`src/rtl/display_scan_arbiter_if.sv`:
```
// Bundle of request, value, mask and display signals between the service
// blocks (master) and the display scan arbiter (slave).
interface display_scan_arbiter_if;
  logic [3:0]  req;
  logic [15:0] val_time;
  logic [15:0] val_s1;
  logic [15:0] val_s2;
  logic [15:0] val_s3;
  logic [15:0] val_s4;
  logic [3:0]  blink_s1;
  logic [3:0]  blink_s2;
  logic        alarm_ring;
  logic [6:0]  seg;
  logic [3:0]  anode;
  logic [5:0]  grant;
  logic        frame_done;

  // req/alarm_ring are level requests with no ready: the grant is the only
  // acknowledgement and it changes only on the frame_done cycle.
  modport master (
    output req, val_time, val_s1, val_s2, val_s3, val_s4,
    output blink_s1, blink_s2, alarm_ring,
    input  seg, anode, grant, frame_done
  );

  modport slave (
    input  req, val_time, val_s1, val_s2, val_s3, val_s4,
    input  blink_s1, blink_s2, alarm_ring,
    output seg, anode, grant, frame_done
  );
endinterface

```
`src/rtl/display_scan_arbiter.sv`:
```
// Time-multiplexes one 4-digit 7-segment display between time, four services
// and the alarm flash; optional macro LEADING_ZERO_BLANK_EN blanks a leading 0.
module display_scan_arbiter #(
  parameter int SCAN_DIV     = 4096,
  parameter int BLINK_FRAMES = 64
) (
  input logic                   clk,
  input logic                   reset,
  display_scan_arbiter_if.slave bus
);

  localparam int SCAN_W  = (SCAN_DIV > 2) ? $clog2(SCAN_DIV) : 1;
  localparam int BLINK_W = (BLINK_FRAMES > 1) ? $clog2(BLINK_FRAMES) : 1;

  localparam logic [SCAN_W-1:0]  SCAN_LAST  = SCAN_W'(SCAN_DIV - 1);
  localparam logic [BLINK_W-1:0] BLINK_LAST = BLINK_W'(BLINK_FRAMES - 1);

  // Owner encoding equals the grant bit index so grant is a plain shift.
  typedef enum logic [2:0] {
    OWN_S4    = 3'd0,
    OWN_S3    = 3'd1,
    OWN_S2    = 3'd2,
    OWN_S1    = 3'd3,
    OWN_TIME  = 3'd4,
    OWN_ALARM = 3'd5
  } owner_e;

  owner_e             owner_q, owner_d;
  logic [SCAN_W-1:0]  scan_cnt_q, scan_cnt_d;
  logic [1:0]         digit_q, digit_d;
  logic [BLINK_W-1:0] blink_cnt_q, blink_cnt_d;
  logic               blink_phase_q, blink_phase_d;
  logic [6:0]         seg_q, seg_d;
  logic [3:0]         anode_q, anode_d;

  logic        slot_end;
  logic        frame_end;
  logic [15:0] sel_val;
  logic [3:0]  nib;
  logic [3:0]  dig_en;

  function automatic logic [6:0] bcd_to_seg(input logic [3:0] n);
    logic [6:0] s;
    case (n)
      4'd0:    s = 7'h40;
      4'd1:    s = 7'h79;
      4'd2:    s = 7'h24;
      4'd3:    s = 7'h30;
      4'd4:    s = 7'h19;
      4'd5:    s = 7'h12;
      4'd6:    s = 7'h02;
      4'd7:    s = 7'h78;
      4'd8:    s = 7'h00;
      4'd9:    s = 7'h10;
      default: s = 7'h7F;
    endcase
    return s;
  endfunction

  assign slot_end  = (scan_cnt_q == SCAN_LAST);
  assign frame_end = slot_end && (digit_q == 2'd3);

  // Scan and blink timing.
  always_comb begin
    scan_cnt_d    = scan_cnt_q;
    digit_d       = digit_q;
    blink_cnt_d   = blink_cnt_q;
    blink_phase_d = blink_phase_q;
    if (slot_end) begin
      scan_cnt_d = '0;
      digit_d    = digit_q + 2'd1;
    end else begin
      scan_cnt_d = scan_cnt_q + SCAN_W'(1);
    end
    if (frame_end) begin
      if (blink_cnt_q == BLINK_LAST) begin
        blink_cnt_d   = '0;
        blink_phase_d = ~blink_phase_q;
      end else begin
        blink_cnt_d = blink_cnt_q + BLINK_W'(1);
      end
    end
  end

  // Ownership only moves on the frame boundary, so a frame is never mixed.
  always_comb begin
    owner_d = owner_q;
    if (frame_end) begin
      if (bus.alarm_ring)  owner_d = OWN_ALARM;
      else if (bus.req[3]) owner_d = OWN_S1;
      else if (bus.req[2]) owner_d = OWN_S2;
      else if (bus.req[1]) owner_d = OWN_S3;
      else if (bus.req[0]) owner_d = OWN_S4;
      else                 owner_d = OWN_TIME;
    end
  end

  always_ff @(posedge clk) begin
    if (reset) begin
      scan_cnt_q    <= '0;
      digit_q       <= 2'd0;
      blink_cnt_q   <= '0;
      blink_phase_q <= 1'b0;
      owner_q       <= OWN_TIME;
    end else begin
      scan_cnt_q    <= scan_cnt_d;
      digit_q       <= digit_d;
      blink_cnt_q   <= blink_cnt_d;
      blink_phase_q <= blink_phase_d;
      owner_q       <= owner_d;
    end
  end

  // Output datapath: source select, nibble pick, decode and masking.
  always_comb begin
    sel_val = bus.val_time;
    case (owner_q)
      OWN_S1:  sel_val = bus.val_s1;
      OWN_S2:  sel_val = bus.val_s2;
      OWN_S3:  sel_val = bus.val_s3;
      OWN_S4:  sel_val = bus.val_s4;
      default: sel_val = bus.val_time;
    endcase
  end

  assign nib    = sel_val[{digit_q, 2'b00} +: 4];
  assign dig_en = ~(4'b0001 << digit_q);

  always_comb begin
    seg_d   = bcd_to_seg(nib);
    anode_d = dig_en;
    case (owner_q)
      OWN_ALARM: if (blink_phase_q) seg_d = 7'h00;
      OWN_S1:    if (blink_phase_q && bus.blink_s1[digit_q]) anode_d = 4'hF;
      OWN_S2:    if (blink_phase_q && bus.blink_s2[digit_q]) anode_d = 4'hF;
      default:   ;
    endcase
`ifdef LEADING_ZERO_BLANK_EN
    // Tens-of-minutes zero is suppressed for clock-like sources only.
    if ((digit_q == 2'd3) && (nib == 4'd0) &&
        ((owner_q == OWN_TIME) || (owner_q == OWN_S1) || (owner_q == OWN_S2)))
      anode_d = 4'hF;
`endif
  end

  always_ff @(posedge clk) begin
    if (reset) begin
      seg_q   <= 7'h7F;
      anode_q <= 4'hF;
    end else begin
      seg_q   <= seg_d;
      anode_q <= anode_d;
    end
  end

  assign bus.seg        = seg_q;
  assign bus.anode      = anode_q;
  assign bus.grant      = 6'b000001 << owner_q;
  assign bus.frame_done = frame_end;

endmodule
```
`src/flat_wrapper.sv`:
```
// flat-port wrapper written by rule: the top's interface ports become plain ports
module display_scan_arbiter_flat 
#(
  parameter int SCAN_DIV     = 4096,
  parameter int BLINK_FRAMES = 64
)
  (clk, reset, bus_req, bus_val_time, bus_val_s1, bus_val_s2, bus_val_s3, bus_val_s4, bus_blink_s1, bus_blink_s2, bus_alarm_ring, bus_seg, bus_anode, bus_grant, bus_frame_done);
  display_scan_arbiter_if bus_i ();
  input logic clk;
  input logic reset;
  input wire logic [$bits(bus_i.req)-1:0] bus_req;
  input wire logic [$bits(bus_i.val_time)-1:0] bus_val_time;
  input wire logic [$bits(bus_i.val_s1)-1:0] bus_val_s1;
  input wire logic [$bits(bus_i.val_s2)-1:0] bus_val_s2;
  input wire logic [$bits(bus_i.val_s3)-1:0] bus_val_s3;
  input wire logic [$bits(bus_i.val_s4)-1:0] bus_val_s4;
  input wire logic [$bits(bus_i.blink_s1)-1:0] bus_blink_s1;
  input wire logic [$bits(bus_i.blink_s2)-1:0] bus_blink_s2;
  input wire logic [$bits(bus_i.alarm_ring)-1:0] bus_alarm_ring;
  output wire logic [$bits(bus_i.seg)-1:0] bus_seg;
  output wire logic [$bits(bus_i.anode)-1:0] bus_anode;
  output wire logic [$bits(bus_i.grant)-1:0] bus_grant;
  output wire logic [$bits(bus_i.frame_done)-1:0] bus_frame_done;
  assign bus_i.req = bus_req;
  assign bus_i.val_time = bus_val_time;
  assign bus_i.val_s1 = bus_val_s1;
  assign bus_i.val_s2 = bus_val_s2;
  assign bus_i.val_s3 = bus_val_s3;
  assign bus_i.val_s4 = bus_val_s4;
  assign bus_i.blink_s1 = bus_blink_s1;
  assign bus_i.blink_s2 = bus_blink_s2;
  assign bus_i.alarm_ring = bus_alarm_ring;
  assign bus_seg = bus_i.seg;
  assign bus_anode = bus_i.anode;
  assign bus_grant = bus_i.grant;
  assign bus_frame_done = bus_i.frame_done;
  display_scan_arbiter #(.SCAN_DIV(SCAN_DIV), .BLINK_FRAMES(BLINK_FRAMES)) u_core (.clk(clk), .reset(reset), .bus(bus_i));
endmodule
```
`config.mk`:
```
export PLATFORM = sky130hd
export DESIGN_NAME = display_scan_arbiter_flat
export DESIGN_NICKNAME = d
export VERILOG_FILES = /design/src/rtl/display_scan_arbiter_if.sv /design/src/rtl/display_scan_arbiter.sv /design/src/flat_wrapper.sv
export SDC_FILE = /design/constraint.sdc
export NUM_CORES = 1
export LEC_CHECK = 0
export ABC_AREA = 1
export BUFFER_PORTS_ARGS = -buffer_cell sky130_fd_sc_hd__buf_2
export CAP_MARGIN = 15
export CORE_MARGIN = 10
export CORE_UTILIZATION = 51
export CTS_CLUSTER_SIZE = 8
export DETAILED_ROUTE_END_ITERATION = 8
export MAX_ROUTING_LAYER = met4
export PLACE_DENSITY_LB_ADDON = 0.25
export SLEW_MARGIN = 20
export SYNTH_ARGS = -nofsm -noshare
export SYNTH_HDL_FRONTEND = slang
export SYNTH_SLANG_ARGS = --single-unit
```
`constraint.sdc`:
```
create_clock -name clk -period 4.4 [get_ports clk]
set_input_delay 0.22 -clock clk [delete_from_list [all_inputs] [get_ports clk]]
set_output_delay 0.22 -clock clk [all_outputs]
set_load 0.02 [all_outputs]
```
==> impl_metrics.env, run 1 <==
export IMPL_hpwl_mm=6.51
export IMPL_fin_nets=613
export IMPL_syn_to_final_growth_pct=25.6
export IMPL_synth_edf_count=0
export IMPL_ys_flop_type="dfxtp_1"
export IMPL_synth_top_cells_by_count="nand2_1 (110), nor2_1 (81), nand3_1 (40)"
export IMPL_die_h_um=89.2
export IMPL_core_um2=4690
export IMPL_placed_cell_area_um2=2990
export IMPL_rsz0062_at_grt="false"
export IMPL_htree_levels=2
export IMPL_post_cts_buffers=0
export IMPL_ctsLongestPathBuffers=2
export IMPL_worstSkewPairLatency_ps=290
export IMPL_antenna_found_initial=0
export IMPL_postRouteAntennaNets=0
export IMPL_status="finished clean"
export IMPL_tightest_slew_ps=738
export IMPL_numCtsBuffers=5
export IMPL_via_count=2899
export IMPL_portBuffers=112
export IMPL_syn_num_nets=509
export IMPL_cap_violations=0
export IMPL_path_cells="inv_2 > nand2_2 > nor2_2 > a21oi_1 > nand2_1 > nand2_1 > nand2_1 > nand2_1 > nand2_1 > ha_1 > o22ai_1 > nand2_1 > nand2_1"
export IMPL_grt_pass1_vias=2884
export IMPL_yosysTopAreaCell="dfxtp_1"
export IMPL_gp_congestion=1.04
export IMPL_powerDensity_nw_per_um2=212
export IMPL_wire_per_inst_um=14.1
export IMPL_drc=0
export IMPL_grt_pass1_wl_mm=13.0
export IMPL_max_slew_margin=0.506
export IMPL_cts_root_buffer="clkbuf_8"
export IMPL_die_x_um=89.2
export IMPL_ys_seq_area_frac=0.287
export IMPL_critical_path_slowest_cell="inv_2"
export IMPL_n_antenna_cell=0
export IMPL_async_flop_share=0
export IMPL_fin_total_pwr_uw=649
export IMPL_final_layout_size_suffix_gt1_frac=0.260
export IMPL_cts_resized=0
export IMPL_yosysWarnings=0
export IMPL_yosysMostFrequentCell="nand2_1"
export IMPL_cp_data_arrival_time_ps=2780
export IMPL_end_kind="flop"
export IMPL_firstDrtPassIters=4
export IMPL_ir_worst_vdd_v=0.000213
export IMPL_initial_core_util=0.521
export IMPL_die_area_um2=7960
export IMPL_crit_buf_inv=1
export IMPL_fin_tns_setup_ps=0
export IMPL_synth_top_area_frac=0.287
export IMPL_setup_slack_ps=1850
export IMPL_finClkSkew_ps=8.30
export IMPL_slew_viol_final=0
export IMPL_avgViaCountPerCell=5.13
export IMPL_grt_max_degree=39
export IMPL_clk_pin_slew_ps=70
export IMPL_cts_tree="built"
export IMPL_rows=25
export IMPL_design_area_um2=3070
export IMPL_netlist_area_um2=2440
export IMPL_layout_min_cycle_time_ps=2550
export IMPL_pin_count=113
export IMPL_drtIter0Drc=163
export IMPL_dp_slack_ps=1910
export IMPL_clkSinkCount=35
export IMPL_crit_top_cell="nand2_1"
export IMPL_max_stage_delay_ps=490
export IMPL_fmax_mhz=392
export IMPL_ys_ff_latch=35
export IMPL_postCtsHoldBufs=0
export IMPL_syn_avg_cell_area_um2=6.02
export IMPL_min_period_over_period=0.580
export IMPL_hold_path_class="input pin to flop"
export IMPL_synth_top_cells_by_area="dfxtp_1 (29%), nand2_1 (17%), nor2_1 (12%), nand3_1 (8.2%), inv_1 (5.1%)"
export IMPL_hold_viol_final=0
export IMPL_required_ps=4630
export IMPL_setup_viol=0
export IMPL_grt_overflow_total=0
export IMPL_critPathTopFamily="simple AND/OR/NAND/NOR gates"
export IMPL_cp_max_fo=38
export IMPL_ys_types=33
export IMPL_p_leak_uw=0.00151
export IMPL_worstSetupStartpointType="flop"
export IMPL_synth_cells=406
export IMPL_grt_usage=0.210
export IMPL_crit_type="flop to flop"
export IMPL_wl_mm=7.96
placed cells by master (no fill, tap or decap), types with 2 or more instances in the layout:
cell and n:
a21oi_1 16, and3_1 2, buf_2 112, clkbuf_1 2, clkbuf_8 5, clkinv_1 2
dfxtp_1 35, ha_1 8, inv_1 33, inv_2 3, mux2i_1 4, nand2_1 110
nand2_2 5, nand3_1 40, nand4_1 6, nor2_1 81, nor2_2 4, nor3_1 3
nor4_1 2, o21ai_0 10, o21ai_1 10, o221ai_1 3, xnor2_1 2, xor2_1 5
power breakdown:
group          internal, µW  total [µW]  switching (µW)
Sequential              324         326            2.39
Clock                   111         224             113
Combinational          48.5        99.2            50.8
Total                   483         649             166
layout make-up:
class	instances	area [µm²]
sequential	35	701
inverter	38	143
timing repair buffer	112	561
multi-input combinational	318	1520
tap	54	67.6
clock inverter	1	5.00
clock buffer	7	76.3
fill	441	1620
cells by family (layout without fill, tap and decap cells):
| group | count (synthesis) | in the layout | share of synthesized area |
|---|---|---|---|
| AOI/OAI and AO/OA | 42 | 42 | 0.0932 |
| buffers and inverters | 53 | 158 | 0.0927 |
| xor gates and xnor gates | 7 | 7 | 0.0251 |
| and+or+nand+nor | 257 | 257 | 0.445 |
| muxes | 4 | 4 | 0.0164 |
| DFF | 35 | 35 | 0.287 |
| adders and majority gates | 8 | 8 | 0.0410 |
worst reg2reg max path: cells and delay by family, from the launching register on:
| kind | cells | cell delay (ps) |
|---|---|---|
| simple gates | 9 | 1050 |
| buf+inv | 1 | 490 |
| flops | 1 | 410 |
| compound gates | 2 | 280 |
| fa+ha+maj | 1 | 260 |
per-stage QoR:
step | hold WS, ps | utilization | std cells
after floorplan | 289 | - | 406
after global placement | 429 | 0.637 | 557
after detailed placement | 443 | 0.637 | 557
after CTS | 185 | 0.654 | 565
after global routing | 214 | 0.654 | 565
final | 186 | 0.654 | 565
worst paths after layout:
kind / start / to / slack [ps] / cells after the start
max: u_core.owner_q[2] / u_core.bus.seg[1] / 1850 / 13
max reg2reg: u_core.owner_q[2] / u_core.bus.seg[1] / 1850 / 13
min: reset / u_core.blink_cnt_q[1] / 190 / 2
min reg2reg: u_core.scan_cnt_q[0] / u_core.scan_cnt_q[0] / 450 / 1
flip-flops by register name (all words and copies together), names as in the netlist:
| signal | cells |
|---|---|
| u_core.digit_q | 2 |
| u_core.blink_phase_q | 1 |
| u_core.bus.anode | 4 |
| u_core.blink_cnt_q | 6 |
| u_core.owner_q | 3 |
| u_core.bus.seg | 7 |
| u_core.scan_cnt_q | 12 |
routing by layer:
layer | global-route usage | wire length (µm) | vias to the layer above
li1 | - | - | 1497
met1 | 0.228 | 3160 | 1261
met5 | - | 0 | -
met2 | 0.365 | 3840 | 117
met3 | 0.0410 | 681 | 24
met4 | 0.0882 | 274 | 0
No activity file was read; power rests on OpenSTA's default activity.
==> run 2: changes to the inputs <==
Settings changed: CORE_UTILIZATION 51 to 47.
Clock period 4.4 ns to 2.4 ns, I/O delays scaled along.
==> run 2 against run 1 <==
- utilization down 2.9 points
- flip-flop and latch count unchanged
- final area is 3.3% higher
- die area rose by 6.6%
- first-iteration DRC count down 3.1%
==> impl_metrics.env, run 2 (synthesized netlist as in run 1, its figures left out) <==
export IMPL_crit_buf_inv=2
export IMPL_end_kind="flop"
export IMPL_cts_tree="built"
export IMPL_hold_path_end="u_core.owner_q[1]"
export IMPL_mostFrequentLayoutCells="buf_2 (112), nand2_1 (110), nor2_1 (81)"
export IMPL_layout_min_cycle_time_ps=2120
export IMPL_ir_worst_vdd_v=0.000294
export IMPL_core_um2=5070
export IMPL_hpwl_mm=6.53
export IMPL_fin_nets=622
export IMPL_drc=0
export IMPL_avgViaCountPerCell=4.90
export IMPL_largest_register_ffs=12
export IMPL_portBuffers=112
export IMPL_die_x_um=92.1
export IMPL_postRouteAntennaNets=0
export IMPL_cp_max_fo=17
export IMPL_max_slew_margin=0.705
export IMPL_hold_viol_final=0
export IMPL_setup_viol=0
export IMPL_crit_top_cell="nand2_1"
export IMPL_n_antenna_cell=0
export IMPL_die_h_um=92.1
export IMPL_path_cells="buf_4 > nor2_2 > buf_4 > nand2_1 > nand3_1 > o21ai_0 > nand2_1 > nand2_1 > nand2_1 > ha_1 > nand2_1 > nand2_1 > o21ai_1 > nand2_1"
export IMPL_startpoint="u_core.owner_q[1]"
export IMPL_hold_path_cell_count=2
export IMPL_via_count=2890
export IMPL_finClkSkew_ps=5.60
export IMPL_p_leak_uw=0.00156
export IMPL_firstDrtPassIters=4
export IMPL_critical_path_slowest_cell="o21ai_0"
export IMPL_fmax_mhz=472
export IMPL_grt_pass1_wl_mm=13.1
export IMPL_fin_tns_setup_ps=0
export IMPL_min_period_over_period=0.883
export IMPL_gp_congestion=0.920
export IMPL_htree_levels=2
export IMPL_grt_pass1_vias=2822
export IMPL_reg2reg_depth=14
export IMPL_cap_violations=0
export IMPL_wl_mm=8.04
export IMPL_drtIter0Drc=158
export IMPL_postCtsHoldBufs=0
export IMPL_wire_per_inst_um=13.6
export IMPL_rsz0062_at_grt="false"
export IMPL_powerDensity_nw_per_um2=373
export IMPL_post_cts_buffers=0
export IMPL_ctsLongestPathBuffers=2
export IMPL_clkSinkCount=35
export IMPL_placedCellCount=582
export IMPL_rr_startpoint="u_core.owner_q[1]"
export IMPL_cp_data_arrival_time_ps=2280
export IMPL_slew_viol_final=0
export IMPL_status="finished clean"
export IMPL_hp_start="reset"
export IMPL_antenna_found_initial=0
export IMPL_max_stage_delay_ps=370
export IMPL_final_layout_size_suffix_gt1_frac=0.283
export IMPL_worstSetupStartpointType="flop"
export IMPL_tightest_slew_ps=442
export IMPL_critPathTopFamily="simple AND/OR/NAND/NOR gates"
export IMPL_pin_count=113
export IMPL_numCtsBuffers=5
export IMPL_r2r_end="u_core.bus.seg[5]"
export IMPL_initial_core_util=0.481
export IMPL_hold_path_class="input pin to flop"
export IMPL_clk_pin_slew_ps=70
export IMPL_crit_type="flop to flop"
export IMPL_ff2ff_setup_slack_ps=280
export IMPL_fin_util=0.625
export IMPL_grt_usage=0.189
export IMPL_cts_root_buffer="clkbuf_8"
export IMPL_required_ps=2560
export IMPL_fin_cells=590
export IMPL_rows=26
export IMPL_grt_max_degree=18
export IMPL_die_area_um2=8480
export IMPL_worstSkewPairLatency_ps=290
export IMPL_grt_overflow_total=0
export IMPL_syn_to_final_growth_pct=29.8
export IMPL_largest_register="u_core.scan_cnt_q"
export IMPL_final_common_cell="buf_2"
-- run 2: stage by stage --
stage	area [µm²]	hold slack, ps	setup slack [ps]	power [µW]
final	3170	71.6	281	1180
after global routing	3170	83.9	24.9	1240
after CTS	3160	67.8	225	1200
after detailed placement	3070	380	266	790
after global placement	3070	375	307	788
after floorplan	2440	189	462	689
-- run 2: how the worst max path moves through the flow --
| stage | end | slack (ps) | cells past startpoint |
|---|---|---|---|
| 2_1_floorplan | u_core.bus.seg[3] | 460 | 18 |
| 3_3_place_gp | u_core.bus.seg[5] | 310 | 13 |
| 3_5_place_dp | u_core.bus.seg[3] | 270 | 16 |
| 4_1_cts | u_core.bus.seg[3] | 230 | 16 |
| 5_1_grt | u_core.bus.seg[3] | 20 | 18 |
| 6_report | u_core.bus.seg[5] | 280 | 14 |
-- run 2: per-layer routing --
metal / vias to the layer above / share of wire / GRT usage
met3: 12 / 0.076 / 0.0505
met1: 1252 / 0.43 / 0.217
met4: 0 / 0.017 / 0.0566
met5: - / 0 / -
met2: 110 / 0.48 / 0.315
li1: 1516 / - / -
-- run 2: report_power, final --
group / switching (µW) / total (µW) / internal [µW]
Sequential: 4.49 / 598 / 593
Combinational: 91.6 / 180 / 88.5
Clock: 202 / 405 / 203
-- run 2: final cells by class --
cell class	instances	area [µm²]
clock buffers	7	76.3
repair buffers	121	628
fillers	512	1900
multi-input cells	318	1520
well taps	70	87.6
flip-flops and latches	35	704
clock inverters	1	5.00
inverters	38	149
-- run 2: what timing repair did --
action,in CTS,in global routing
gates resized for setup,0,6
endpoints found under the hold margin,0,0
setup endpoints to repair,0,2
